==> config.mk <==
export PLATFORM = sky130hd
export DESIGN_NAME = event_logger
export DESIGN_NICKNAME = d
export VERILOG_FILES = /design/src/rtl/event_logger.sv
export SDC_FILE = /design/constraint.sdc
export NUM_CORES = 1
export LEC_CHECK = 0
export CAP_MARGIN = 20
export CORE_MARGIN = 5
export CORE_UTILIZATION = 67
export CTS_BUF_LIST = sky130_fd_sc_hd__clkbuf_4
export DETAILED_ROUTE_END_ITERATION = 8
export PLACE_DENSITY = 0.87
export SLEW_MARGIN = 30
export SYNTH_ARGS = -nofsm -noshare
export SYNTH_HDL_FRONTEND = slang
export SYNTH_SLANG_ARGS = --single-unit
==> constraint.sdc <==
create_clock -name clk -period 10.2 [get_ports clk]
set_input_delay 2.04 -clock clk [delete_from_list [all_inputs] [get_ports clk]]
set_output_delay 2.04 -clock clk [all_outputs]
set_load 0.01 [all_outputs]
==> src/rtl/event_logger.sv <==
// Multi-channel signal-event logger: per-channel edge/change detection, timestamped
// records in a show-ahead FIFO. Define EVLOG_DROP_CNT_EN to add the drop_cnt output.
module event_logger #(
    parameter int CHANNELS = 4,
    parameter int WIDTH    = 2,
    parameter int DEPTH    = 8,
    parameter int TS_WIDTH = 16,
    localparam int CIDW    = (CHANNELS > 1) ? $clog2(CHANNELS) : 1,
    localparam int CNTW    = $clog2(DEPTH) + 1
) (
    input  logic                      clk,
    input  logic                      rst_n,
    input  logic [CHANNELS*WIDTH-1:0] sig_in,
    input  logic [2*CHANNELS-1:0]     mode,
    output logic                      ev_valid,
    input  logic                      ev_ready,
    output logic [TS_WIDTH-1:0]       ev_ts,
    output logic [CIDW-1:0]           ev_chan,
    output logic [WIDTH-1:0]          ev_value,
    output logic                      overflow,
    input  logic                      clr_ovf,
    output logic [CNTW-1:0]           ev_count
`ifdef EVLOG_DROP_CNT_EN
    ,
    output logic [15:0]               drop_cnt
`endif
);

    localparam int PTRW = $clog2(DEPTH);

    typedef struct packed {
        logic [TS_WIDTH-1:0] ts;
        logic [CIDW-1:0]     chan;
        logic [WIDTH-1:0]    value;
    } rec_t;

    logic [TS_WIDTH-1:0]       ts_q, ts_d;
    logic [CHANNELS*WIDTH-1:0] prev_q, prev_d;
    logic                      primed_q, primed_d;
    logic [CHANNELS-1:0]       pend_vld_q, pend_vld_d;
    logic [TS_WIDTH-1:0]       pend_ts_q [CHANNELS];
    logic [TS_WIDTH-1:0]       pend_ts_d [CHANNELS];
    logic [WIDTH-1:0]          pend_val_q [CHANNELS];
    logic [WIDTH-1:0]          pend_val_d [CHANNELS];
    rec_t                      mem_q [DEPTH];
    rec_t                      mem_d [DEPTH];
    logic [PTRW-1:0]           rd_ptr_q, rd_ptr_d;
    logic [PTRW-1:0]           wr_ptr_q, wr_ptr_d;
    logic [CNTW-1:0]           count_q, count_d;
    logic                      ovf_q, ovf_d;

    logic [CHANNELS-1:0] hit;
    logic [CHANNELS-1:0] grant;
    logic [CHANNELS-1:0] drop;
    logic                found;
    logic                fifo_full;
    logic                fifo_empty;
    logic                pop;
    logic                push;
    logic                can_push;
    rec_t                push_rec;
    rec_t                head;

    assign fifo_full  = (count_q == CNTW'(DEPTH));
    assign fifo_empty = (count_q == '0);
    assign pop        = !fifo_empty && ev_ready;
    assign can_push   = !fifo_full || pop;

    always_comb begin
        hit = '0;
        if (primed_q) begin
            for (int i = 0; i < CHANNELS; i++) begin
                case (mode[2*i +: 2])
                    2'b01:   hit[i] = !prev_q[i*WIDTH] && sig_in[i*WIDTH];
                    2'b10:   hit[i] = prev_q[i*WIDTH] && !sig_in[i*WIDTH];
                    2'b11:   hit[i] = (sig_in[i*WIDTH +: WIDTH] != prev_q[i*WIDTH +: WIDTH]);
                    default: hit[i] = 1'b0;
                endcase
            end
        end
    end

    // Fixed-priority grant: the lowest-numbered pending channel drains first.
    always_comb begin
        grant    = '0;
        found    = 1'b0;
        push_rec = '0;
        for (int i = 0; i < CHANNELS; i++) begin
            if (can_push && pend_vld_q[i] && !found) begin
                found          = 1'b1;
                grant[i]       = 1'b1;
                push_rec.ts    = pend_ts_q[i];
                push_rec.chan  = CIDW'(i);
                push_rec.value = pend_val_q[i];
            end
        end
        push = found;
    end

    // A slot emptied by this edge's grant can take a new hit immediately.
    always_comb begin
        pend_vld_d = pend_vld_q;
        pend_ts_d  = pend_ts_q;
        pend_val_d = pend_val_q;
        drop       = '0;
        for (int i = 0; i < CHANNELS; i++) begin
            pend_vld_d[i] = pend_vld_q[i] && !grant[i];
            if (hit[i]) begin
                if (pend_vld_q[i] && !grant[i]) begin
                    drop[i] = 1'b1;
                end else begin
                    pend_vld_d[i] = 1'b1;
                    pend_ts_d[i]  = ts_q;
                    pend_val_d[i] = sig_in[i*WIDTH +: WIDTH];
                end
            end
        end
    end

    always_comb begin
        mem_d    = mem_q;
        wr_ptr_d = wr_ptr_q;
        rd_ptr_d = rd_ptr_q;
        if (push) begin
            mem_d[wr_ptr_q] = push_rec;
            wr_ptr_d        = wr_ptr_q + PTRW'(1);
        end
        if (pop) begin
            rd_ptr_d = rd_ptr_q + PTRW'(1);
        end
        count_d  = count_q + CNTW'(push) - CNTW'(pop);
        ovf_d    = (ovf_q && !clr_ovf) || (|drop);
        ts_d     = ts_q + TS_WIDTH'(1);
        prev_d   = sig_in;
        primed_d = 1'b1;
    end

    always_ff @(posedge clk) begin
        if (!rst_n) begin
            ts_q       <= '0;
            prev_q     <= '0;
            primed_q   <= 1'b0;
            pend_vld_q <= '0;
            pend_ts_q  <= '{default: '0};
            pend_val_q <= '{default: '0};
            rd_ptr_q   <= '0;
            wr_ptr_q   <= '0;
            count_q    <= '0;
            ovf_q      <= 1'b0;
        end else begin
            ts_q       <= ts_d;
            prev_q     <= prev_d;
            primed_q   <= primed_d;
            pend_vld_q <= pend_vld_d;
            pend_ts_q  <= pend_ts_d;
            pend_val_q <= pend_val_d;
            mem_q      <= mem_d;
            rd_ptr_q   <= rd_ptr_d;
            wr_ptr_q   <= wr_ptr_d;
            count_q    <= count_d;
            ovf_q      <= ovf_d;
        end
    end

`ifdef EVLOG_DROP_CNT_EN
    logic [15:0] drop_cnt_q, drop_cnt_d;
    logic [16:0] drop_sum;

    // A same-edge clear restarts from zero before adding this edge's drops.
    always_comb begin
        drop_sum = clr_ovf ? 17'd0 : {1'b0, drop_cnt_q};
        for (int i = 0; i < CHANNELS; i++) begin
            drop_sum = drop_sum + 17'(drop[i]);
        end
        drop_cnt_d = (drop_sum > 17'h0FFFF) ? 16'hFFFF : drop_sum[15:0];
    end

    always_ff @(posedge clk) begin
        if (!rst_n) begin
            drop_cnt_q <= '0;
        end else begin
            drop_cnt_q <= drop_cnt_d;
        end
    end

    assign drop_cnt = drop_cnt_q;
`endif

    assign head     = mem_q[rd_ptr_q];
    assign ev_valid = !fifo_empty;
    assign ev_ts    = ev_valid ? head.ts    : '0;
    assign ev_chan  = ev_valid ? head.chan  : '0;
    assign ev_value = ev_valid ? head.value : '0;
    assign overflow = ovf_q;
    assign ev_count = count_q;

endmodule
* Word level (Yosys, flattened, before mapping) *
Index checks and enable logic that the tools add are counted.

storage, ports and cells
  register bits = 272
  latch bits = 0
  bits in writable memories = 0
  bits in read-only memories = 0
  input bits = 20
  output and inout bits = 26
  word-level logic and storage cells = 157
  memories = 0

operators by class
  add/sub/neg operators = 5
  multiply operators = 0
  div/mod/pow operators = 0
  $lt $le $gt $ge = 3
  equal/unequal tests = 17
  shift operators = 0
  muxes and demuxes = 38
  bitwise logic cells = 6
  reduce and logical (&&, ||, !) cells = 48

operators with widths
  cell                                                                           number
  160-bit bitwise mux                                                            1
  20-bit 2-to-1 mux                                                              7
  20-bit binary-select mux with 3-bit select                                     1
  20-bit demux with 3-bit select                                                 1
  1-bit logical AND                                                              22
  1-bit 2-to-1 mux                                                               20
  1-bit zero test                                                                17
  16-bit by 1-bit adder with 16-bit output (second input constant)               1
  2-bit equality test (second input constant)                                    8
  16-bit 2-to-1 mux                                                              1
  1-bit one-hot mux with 3 select lines                                          4
  2-bit AND reduction                                                            5
  2-bit by 1-bit equality test with 1-bit output (second input constant)         4
  4-bit >= comparator (second input constant)                                    2
  2-bit inequality test                                                          4
  3-bit inverter with 4-bit output                                               2
  3-bit by 1-bit adder with 3-bit output (second input constant)                 2
  4-bit by 1-bit adder with 4-bit output                                         1
  4-bit equality test (second input constant)                                    1
  4-bit zero test                                                                1
  4-bit by 1-bit less-than comparator with 1-bit output (second input constant)  1
  2-bit 2-to-1 mux                                                               2
  4-bit 2-to-1 mux                                                               1
  1-bit inverter                                                                 4
  3 further kinds                                                                4

* Longest topological paths before layout *
  depth after elaboration = 21
  depth in mapped cells = 12
  mapped depth without buffers = 12

* Worst setup path after synthesis *
Ideal clock, no wire load.

  path type = in2reg
  from = in ev_ready
  to = reg mem_q[140] (netlist name) (enable)
  library setup time = 0.456 ns
  data arrival time = 4.861 ns
  data required time = 9.744 ns
  slack = 4.883 ns
  stages = 4
  path buffers = 0
  path through = nand2b_2 > a21oi_1 > nand2b_1 > nor4b_1

on the way
  cells in the longest elaborated chain, start to end = 14
  elaborated cells between the ends (all ways) = 17
  classes of those cells = 4 x mux; 13 x reduce/logical

RTL lines
  item                             line  text
  start: declaration               16    input logic ev_ready,
  1-bit logical AND *              66    assign pop = !fifo_empty && ev_ready;
  1-bit logical OR *               67    assign can_push = !fifo_full || pop;
  1-bit logical AND                89    if (can_push && pend_vld_q[i] && !found) begin
  1-bit 2-to-1 mux                 89
  1-bit zero test                  89
  1-bit logical AND                89
  1-bit 2-to-1 mux                 89
  1-bit zero test                  89
  1-bit logical AND                89
  1-bit 2-to-1 mux                 89
  1-bit zero test                  89
  1-bit logical AND                89
  1-bit 2-to-1 mux *               89
  2-bit AND reduction (no line) *  --
  end signal: assignment           157   mem_q <= mem_d;
  end: declaration                 45    rec_t mem_q [DEPTH];

Every way passes the cells marked *; elsewhere a longest branch is shown, timed or not.
A chain may end at the register's enable or synchronous reset.

* Worst setup path after layout *
  from = reg rd_ptr_q[0]
  to = out ev_value[1]

on the way
  cells in the longest elaborated chain, start to end = 5

RTL lines
  item                                                    line  text
  start: declaration                                      47    logic [PTRW-1:0] rd_ptr_q, rd_ptr_d;
  start signal: assignment                                158   rd_ptr_q <= rd_ptr_d;
  3-bit inverter with 4-bit output (not written as such)  189   assign head = mem_q[rd_ptr_q];
  20-bit binary-select mux with 3-bit select              189
  20-bit 2-to-1 mux (not written as such) (2 in a row)    189
  2-bit 2-to-1 mux                                        193   assign ev_value = ev_valid ? head.value : '0;
  end: declaration                                        19    output logic [WIDTH-1:0] ev_value,

Every way passes these cells. The select of a mux whose other input is x is not followed.

==> impl_metrics.ini <==
[clocking]
post-cts-setup-buffers = 0
ctsHoldBuffers = 0
clock-root-buffer = clkbuf_4
clk_pin_slew_ns = 0.06
clock_path_buffers = 3
clock_latency_ns = 0.64
cts.htree.levels = 3
cts_inserted_buffers = 68
cts_resized = 0
cts.sinks = 272
cts_tree = yes

[synth]
ys_warn_count = 0
synth-main-ff-cell = edfxtp_1
syn_area_um2 = 11400
yosysUniqueCellTypes = 44
syn_nets = 866
async_flop_share_pct = 0
syn_inst = 829
synth_edf_count = 160
syn_avg_cell_area_um2 = 13.8
synth-seq-cells = 272
yosysSeqAreaShare_pct = 61.7

[drt]
wl_per_cell_um = 20.0
routed_via_density = 5.92
final_antenna_net_count = 0
first_pass_iters = 5
drt_iter0_drc = 480
drt-total-wl_um = 23500
via_count = 6973
drc_errors = 0

[grt]
busiest_layer = met2
grt_pass1_wl_um = 38000
grt_max_degree = 118
grt_overflow = 0
met1_usage_pct = 33.3
grt_pass1_vias = 7091
use_met3_pct = 6.17
antenna_found_initial = 0
globalRouteTotalUtil_pct = 24.5
met2_usage_pct = 39.5

[setup_path]
critical_path_class = reg2out
cp_data_arrival_time_ns = 2.98
crit_start = rd_ptr_q[0]
cp_slowest_stage_delay_ns = 0.63
path_cells = buf_4 -> mux4_2 -> mux2i_1 -> nor2_1 -> clkdlybuf4s50_1
worst_setup_path_start_kind = flip-flop
path_max_fanout = 42
rr_startpoint = ev_count[2]
worstPathRequired_ns = 8.16
cp-end-kind = output pin
cp_slowest_cell = buf_4
r2r_setup_slack_ns = 7.27

[timing]
max_freq_mhz = 199
tns_ns = 0
tightest_slew_ns = 0.974
finalCriticalPeriod_ns = 5.02
hold_ws_ns = 0.517
grt_setup_unrepaired = false
period_share_pct = 49.2
finalHoldViolCount = 0
maxSlewViolCount = 0
clock_skew_ns = 0.0339
slew_headroom_pct = 34.3
finalSetupViolCount = 0
setup_ws_ns = 5.18

[job]
drv_cap = 0

[finish]
synthToLayoutAreaGrowth_pct = 12.7
finalInstanceArea_um2 = 12900
drive_gt1_share_pct = 18.8
fillerInstances = 962
nets = 946

[status]
status = complete, no violations

[hold_path]
holdCritPathClass = reg2reg
hp-start = pend_ts_q[1]

[power_and_ir_drop]
seq_power_share_pct = 46.0
swShare_pct = 27.2
clock_power_share_pct = 32.6
ir_drop_v = 0.000168
leakagePower_nw = 4.75
power.net_switching_uw = 717
power_density_nw_per_um2 = 205
combPwrFrac_pct = 21.4
cellInternalPower_mw = 1.92

[die]
rows = 47
die_y_um = 141
die_area_um2 = 19800
chipWidth_um = 141
coreArea_um2 = 16600
io_pins = 46
initial_core_util_pct = 68.6

[place]
place_area_um2 = 12000
portBuffers = 45
pre_cts_ws_ns = 5.57
gp_congestion = 0.776
detailed_place_hpwl_um = 14000
-- metal layers --
metal / part of all wire [%] / wire [um]
met1: 42 / 9980
met2: 49 / 11400
met3: 7.4 / 1730
met4: 1.7 / 392
met5: 0 / 0
-- state kept, by name, indices dropped and copies added (netlist names) --
name        count
rd_ptr_q        3
wr_ptr_q        3
pend_val_q      8
overflow        1
ev_count        4
mem_q         160
pend_vld_q      4
ts_q           16
prev_q          8
primed_q        1
pend_ts_q      64
-- cells by family after synthesis --
logic type      share of synthesized area [%]
compound gates                           5.12
xor+xnor                                 1.38
fa+ha+maj                                1.93
buf+inv                                  3.12
flops                                    61.7
mux                                      16.0
simple gates                             10.7
-- power groups by stage --
stage	clock (mW)	sequential, mW	combinational [mW]
floorplan	0	1.23	0.360
global placement	0	1.24	0.547
detailed placement	0	1.24	0.561
CTS	0.877	1.22	0.565
global route	0.950	1.22	0.614
finish	0.861	1.22	0.564
-- worst max-delay path, delay by kind of cell (launching register included) --
family,cells,cell delay (ns)
muxes,2,0.80
buffers and inverters,2,1.11
DFF,1,0.32
and+or+nand+nor,1,0.09
-- path summary, 6_finish.rpt --
check | cells past startpoint | to
max | 5 | ev_value[1]
min | 2 | pend_ts_q[1]
max reg2reg | 7 | mem_q[57]
min reg2reg | 2 | pend_ts_q[1]
-- placed cells by master (no fill, tap or decap), types with 2 or more instances in the layout --
cell type          n
mux4_2            40
a21boi_0          11
o21ai_0           28
nor2_1            45
nor4b_2            2
edfxtp_1         160
nand2_1           36
inv_1             18
or3_1              5
dfxtp_1          110
mux2i_1           93
clkdlybuf4s50_1   44
nand2b_1           2
nor3_2             4
o22ai_1            2
xnor2_1           11
o31a_1             2
clkbuf_4         101
or2_2              2
nor2b_1           75
ha_1              16
nand4_1            9
nand3_1           12
dfxtp_2            2
nor3_1             2
a22oi_1           18
a21o_1             2
and2_1            27
o2111ai_2          2
buf_4             19
xor2_1             7
a21oi_1           21
clkinv_1          15
and4_1             2
-- per-stage QoR --
step | total power, mW | util, % | instances
4_1_cts | 2.66 | 77.2 | 1175
3_3_place_gp | 1.78 | 72.2 | 1056
6_report | 2.64 | 77.3 | 1177
3_5_place_dp | 1.80 | 72.3 | 1058
5_1_grt | 2.78 | 77.3 | 1176
2_1_floorplan | 1.59 | - | 829
-- synth_stat cells, types with 2 or more instances --
master	n	share of area (%)
and2_1	27	1.5
nor3_1	6	0.26
edfxtp_1	160	42
or3_1	5	0.27
nand4_1	9	0.49
buf_2	11	0.48
a21boi_0	11	0.72
o22ai_1	2	0.11
buf_6	5	0.49
xor2_1	7	0.54
mux4_2	40	7.9
ha_1	16	1.8
a21oi_1	21	0.92
dfxtp_1	112	20
a21o_1	2	0.13
nand3_1	12	0.53
nor4b_1	2	0.15
inv_1	18	0.59
clkbuf_1	31	1.0
o31a_1	2	0.15
or2_2	2	0.11
xnor2_1	11	0.84
and4_1	2	0.15
buf_1	5	0.16
nor2_1	45	1.5
nand2b_1	2	0.11
a22oi_1	18	1.2
nand2_1	36	1.2
mux2i_1	93	8.2
o21ai_0	28	1.2
nor2b_1	75	4.1
-- area by class of cell --
type,count,area [um2],area share [%]
flip-flops and latches,272,7050,54.8
multi-input cells,484,4050,31.5
clock buffers,101,758,5.89
repair buffers,65,599,4.66
well taps,220,275,2.14
inverters,18,67.6,0.525
clock inverters,16,60.1,0.467
diodes,1,2.50,0.0195
Power figures use the tool's default switching activity.
==> RTL edit (same flow settings) <==
`DEPTH`: 8 -> 16.
--- a/src/rtl/event_logger.sv
+++ b/src/rtl/event_logger.sv
@@ -3,7 +3,7 @@
 module event_logger #(
     parameter int CHANNELS = 4,
     parameter int WIDTH    = 2,
-    parameter int DEPTH    = 8,
+    parameter int DEPTH    = 16,
     parameter int TS_WIDTH = 16,
     localparam int CIDW    = (CHANNELS > 1) ? $clog2(CHANNELS) : 1,
     localparam int CNTW    = $clog2(DEPTH) + 1
Interface: changed (resized ev_count); port bits go from 46 to 47. The function was not compared with the original's and may differ.
==> RTL edit against the original RTL <==
Total power increased by 58%; worst hold slack improved by 0.0023 ns; register-to-register slack got worse by 0.31 ns; synthesized area increased by 55%; utilization decreased by 0.57 points; non-clock buffer count increased by 14; sequential cell count increased by 163; final area increased by 55%; count of clock-buffer cells in the layout increased by 45; routed wire length increased by 63%; setup slack got worse by 1.2 ns; fmax decreased by 20%; largest cell class unchanged.
==> RTL edit: results (changes against the original RTL) <==
run_status:
  outcome: "completed"  # unchanged
synthesis:
  synth_mux_area_share_pct: 16.91  # was 16.04%
  synth_edf_count: 320  # was 160
  ys_types: 41  # was 44
  avgSynthCellArea_um2: 16.49  # was 13.77 µm²
  synth_compound_area_share_pct: 2.943  # was 5.118%
  synth_nets: 1110  # was 866
  ys_warn_count: 0  # unchanged
  synth_xor_area_share_pct: 1.241  # was 1.381%
  ys_seq_area_share_pct: 67.52  # was 61.72%
  yosys-top-cells-area: "edfxtp_1, dfxtp_1, mux4_2, mux2i_1, nor2b_1"  # was edfxtp_1, dfxtp_1, mux2i_1, mux4_2, nor2b_1
  synthAdderAreaFrac_pct: 1.461  # was 1.929%
  postSynth.asyncResetShare_pct: 0  # unchanged
  synth_common_cells: "edfxtp_1, dfxtp_1, mux4_2"  # was edfxtp_1, dfxtp_1, mux2i_1
power:
  peakVddDrop_mv: 0.2154  # was 0.1684 mV
  intPower_mw: 3.095  # was 1.923 mW
  power_leakage_nw: 6.746  # was 4.749 nW
placement:
  dp_hpwl_mm: 20.75  # was 14.03 mm
  dp_cells: 1416  # was 1,058
  routabilityCongestion: 0.7447  # was 0.7764
  pre_cts_ws_ns: 4.804  # was 5.574 ns
  io_buffers: 46  # was 45
  place_area_um2: 18590  # was 12,030 µm²
worst_setup_path:
  arrival_ns: 4.23  # was 2.98 ns
  r2r-start: "pend_vld_q[1]"  # was ev_count[2]
  r2r_slack_ns: 6.96  # was 7.27 ns
  startpoint: "rd_ptr_q[0]"  # unchanged
  rr_worst_depth: 4  # was 7
  endpoint: "ev_value[0]"  # was ev_value[1]
  worstReg2RegEnd: "mem_q[85]"  # was mem_q[57]
  crit_fanout: 52  # was 42
sta:
  final.setup.worst_slack_ns: 3.935  # was 5.180 ns
  skew_ns: 0.05946  # was 0.03394 ns
  tightest_slew_ns: 0.9918  # was 0.9745 ns
global_route:
  grt_usage_pct: 26.53  # was 24.55%
  antenna_found_initial: 1  # was 0
  grt_pass1_vias: 10272  # was 7,091
  grt_max_degree: 120  # was 118
  grt_pass1_wl_mm: 58.22  # was 37.99 mm
worst_hold_path:
  hold_class: "flop to flop"  # unchanged
clocking:
  post_cts_buffers: 0  # unchanged
  cts_buffer_depth: 3  # unchanged
  path_clk_slew_ns: 0.07
  cts.root.buffer_cell: "clkbuf_4"  # unchanged
  htree_levels: 3  # unchanged
  cts_resized: 0  # unchanged
  clock_latency_ns: 0.75  # was 0.64 ns
  cts_inserted_buffers: 101  # was 68
routing:
  wl_per_cell_um: 24.02  # was 19.99 µm
  vias: 9850  # was 6,973
  drtPass1Iterations: 5  # unchanged
  drt_iter0_drc: 1035  # was 480
  wirelength_mm: 38.36  # was 23.53 mm
layout:
  largest_registers: "mem_q x320, pend_ts_q x64, ts_q x16"  # was mem_q x160, pend_ts_q x64, ts_q x16
  drive_gt1_share_pct: 25.06  # was 18.83%
  nNetsFinal: 1224  # was 946
-- RTL edit: cell types whose count changed after synthesis, moves of 6 or more --
cell,before,now
and2_1,27,49
nor2_1,45,36
edfxtp_1,160,320
mux2i_1,93,73
xnor2_1,11,17
clkbuf_1,31,39
mux4_2,40,100
buf_4,1,14
buf_2,11,5
-- RTL edit: how the worst min path moves through the flow --
stage | from | end | slack (ns) | cells after the start
6_report | pend_ts_q[57] | pend_ts_q[57] | 0.52 | 2
5_1_grt | pend_ts_q[36] | pend_ts_q[36] | 0.55 | 2
4_1_cts | pend_ts_q[32] | pend_ts_q[32] | 0.52 | 2
3_5_place_dp | pend_ts_q[32] | pend_ts_q[32] | 0.51 | 2
3_3_place_gp | pend_ts_q[62] | pend_ts_q[62] | 0.50 | 2
2_1_floorplan | pend_val_q[4] | pend_val_q[4] | 0.49 | 2
-- RTL edit: logic make-up (layout without fill, tap and decap cells) --
| family | Yosys count | in the layout |
|---|---|---|
| flip-flops | 435 | 435 |
| AND/OR/NAND/NOR | 247 | 247 |
| multiplexers | 173 | 173 |
| buffers and inverters | 86 | 277 |
| AO/OA/AOI/OAI | 84 | 84 |
| XOR/XNOR | 25 | 25 |
| adder cells (fa/ha/maj) | 20 | 20 |
| other | 0 | 1 |
-- RTL edit: layout make-up --
class,count,area (µm²)
Sequential cell,435,11920
Fill cell,1424,6047
Multi-Input combinational cell,549,5474
Clock buffer,146,1096
Timing Repair Buffer,79,706.9
Tap cell,335,419.2
Clock inverter,34,247.7
Inverter,18,67.56
Antenna cell,1,2.502
-- RTL edit: metrics by stage --
stage	power (mW)	util, %	hold slack, ns
after floorplan	2.526	-	0.4855
after global placement	2.770	71.51	0.4971
after detailed placement	2.797	71.53	0.5067
after CTS	4.205	76.70	0.5217
after global routing	4.380	76.73	0.5490
final	4.179	76.73	0.5194
-- RTL edit: per-layer routing --
layer  part of all wire [%]  up-vias  global-route usage [%]
li1                       -     4362                       -
met1                     37     4894                   33.63
met2                     52      500                   45.23
met3                    8.0       94                   5.258
met4                    3.9        0                   11.31
met5                      0        -                       0
-- RTL edit: power groups by stage --
stage                     Sequential (mW)  Combinational, mW  Clock [mW]
final                                2.00              0.767        1.42
after global routing                 2.01              0.821        1.55
after CTS                            2.00              0.768        1.44
after detailed placement             2.04              0.759           0
after global placement               2.03              0.737           0
after floorplan                      1.98              0.541           0
-- RTL edit: critical path: stages (launching register included) --
cell and delay (ns):
dfxtp_4 0.76, buf_6 0.62, mux4_2 0.69, mux4_2 0.57
and2_1 0.24, clkdlybuf4s50_1 0.49
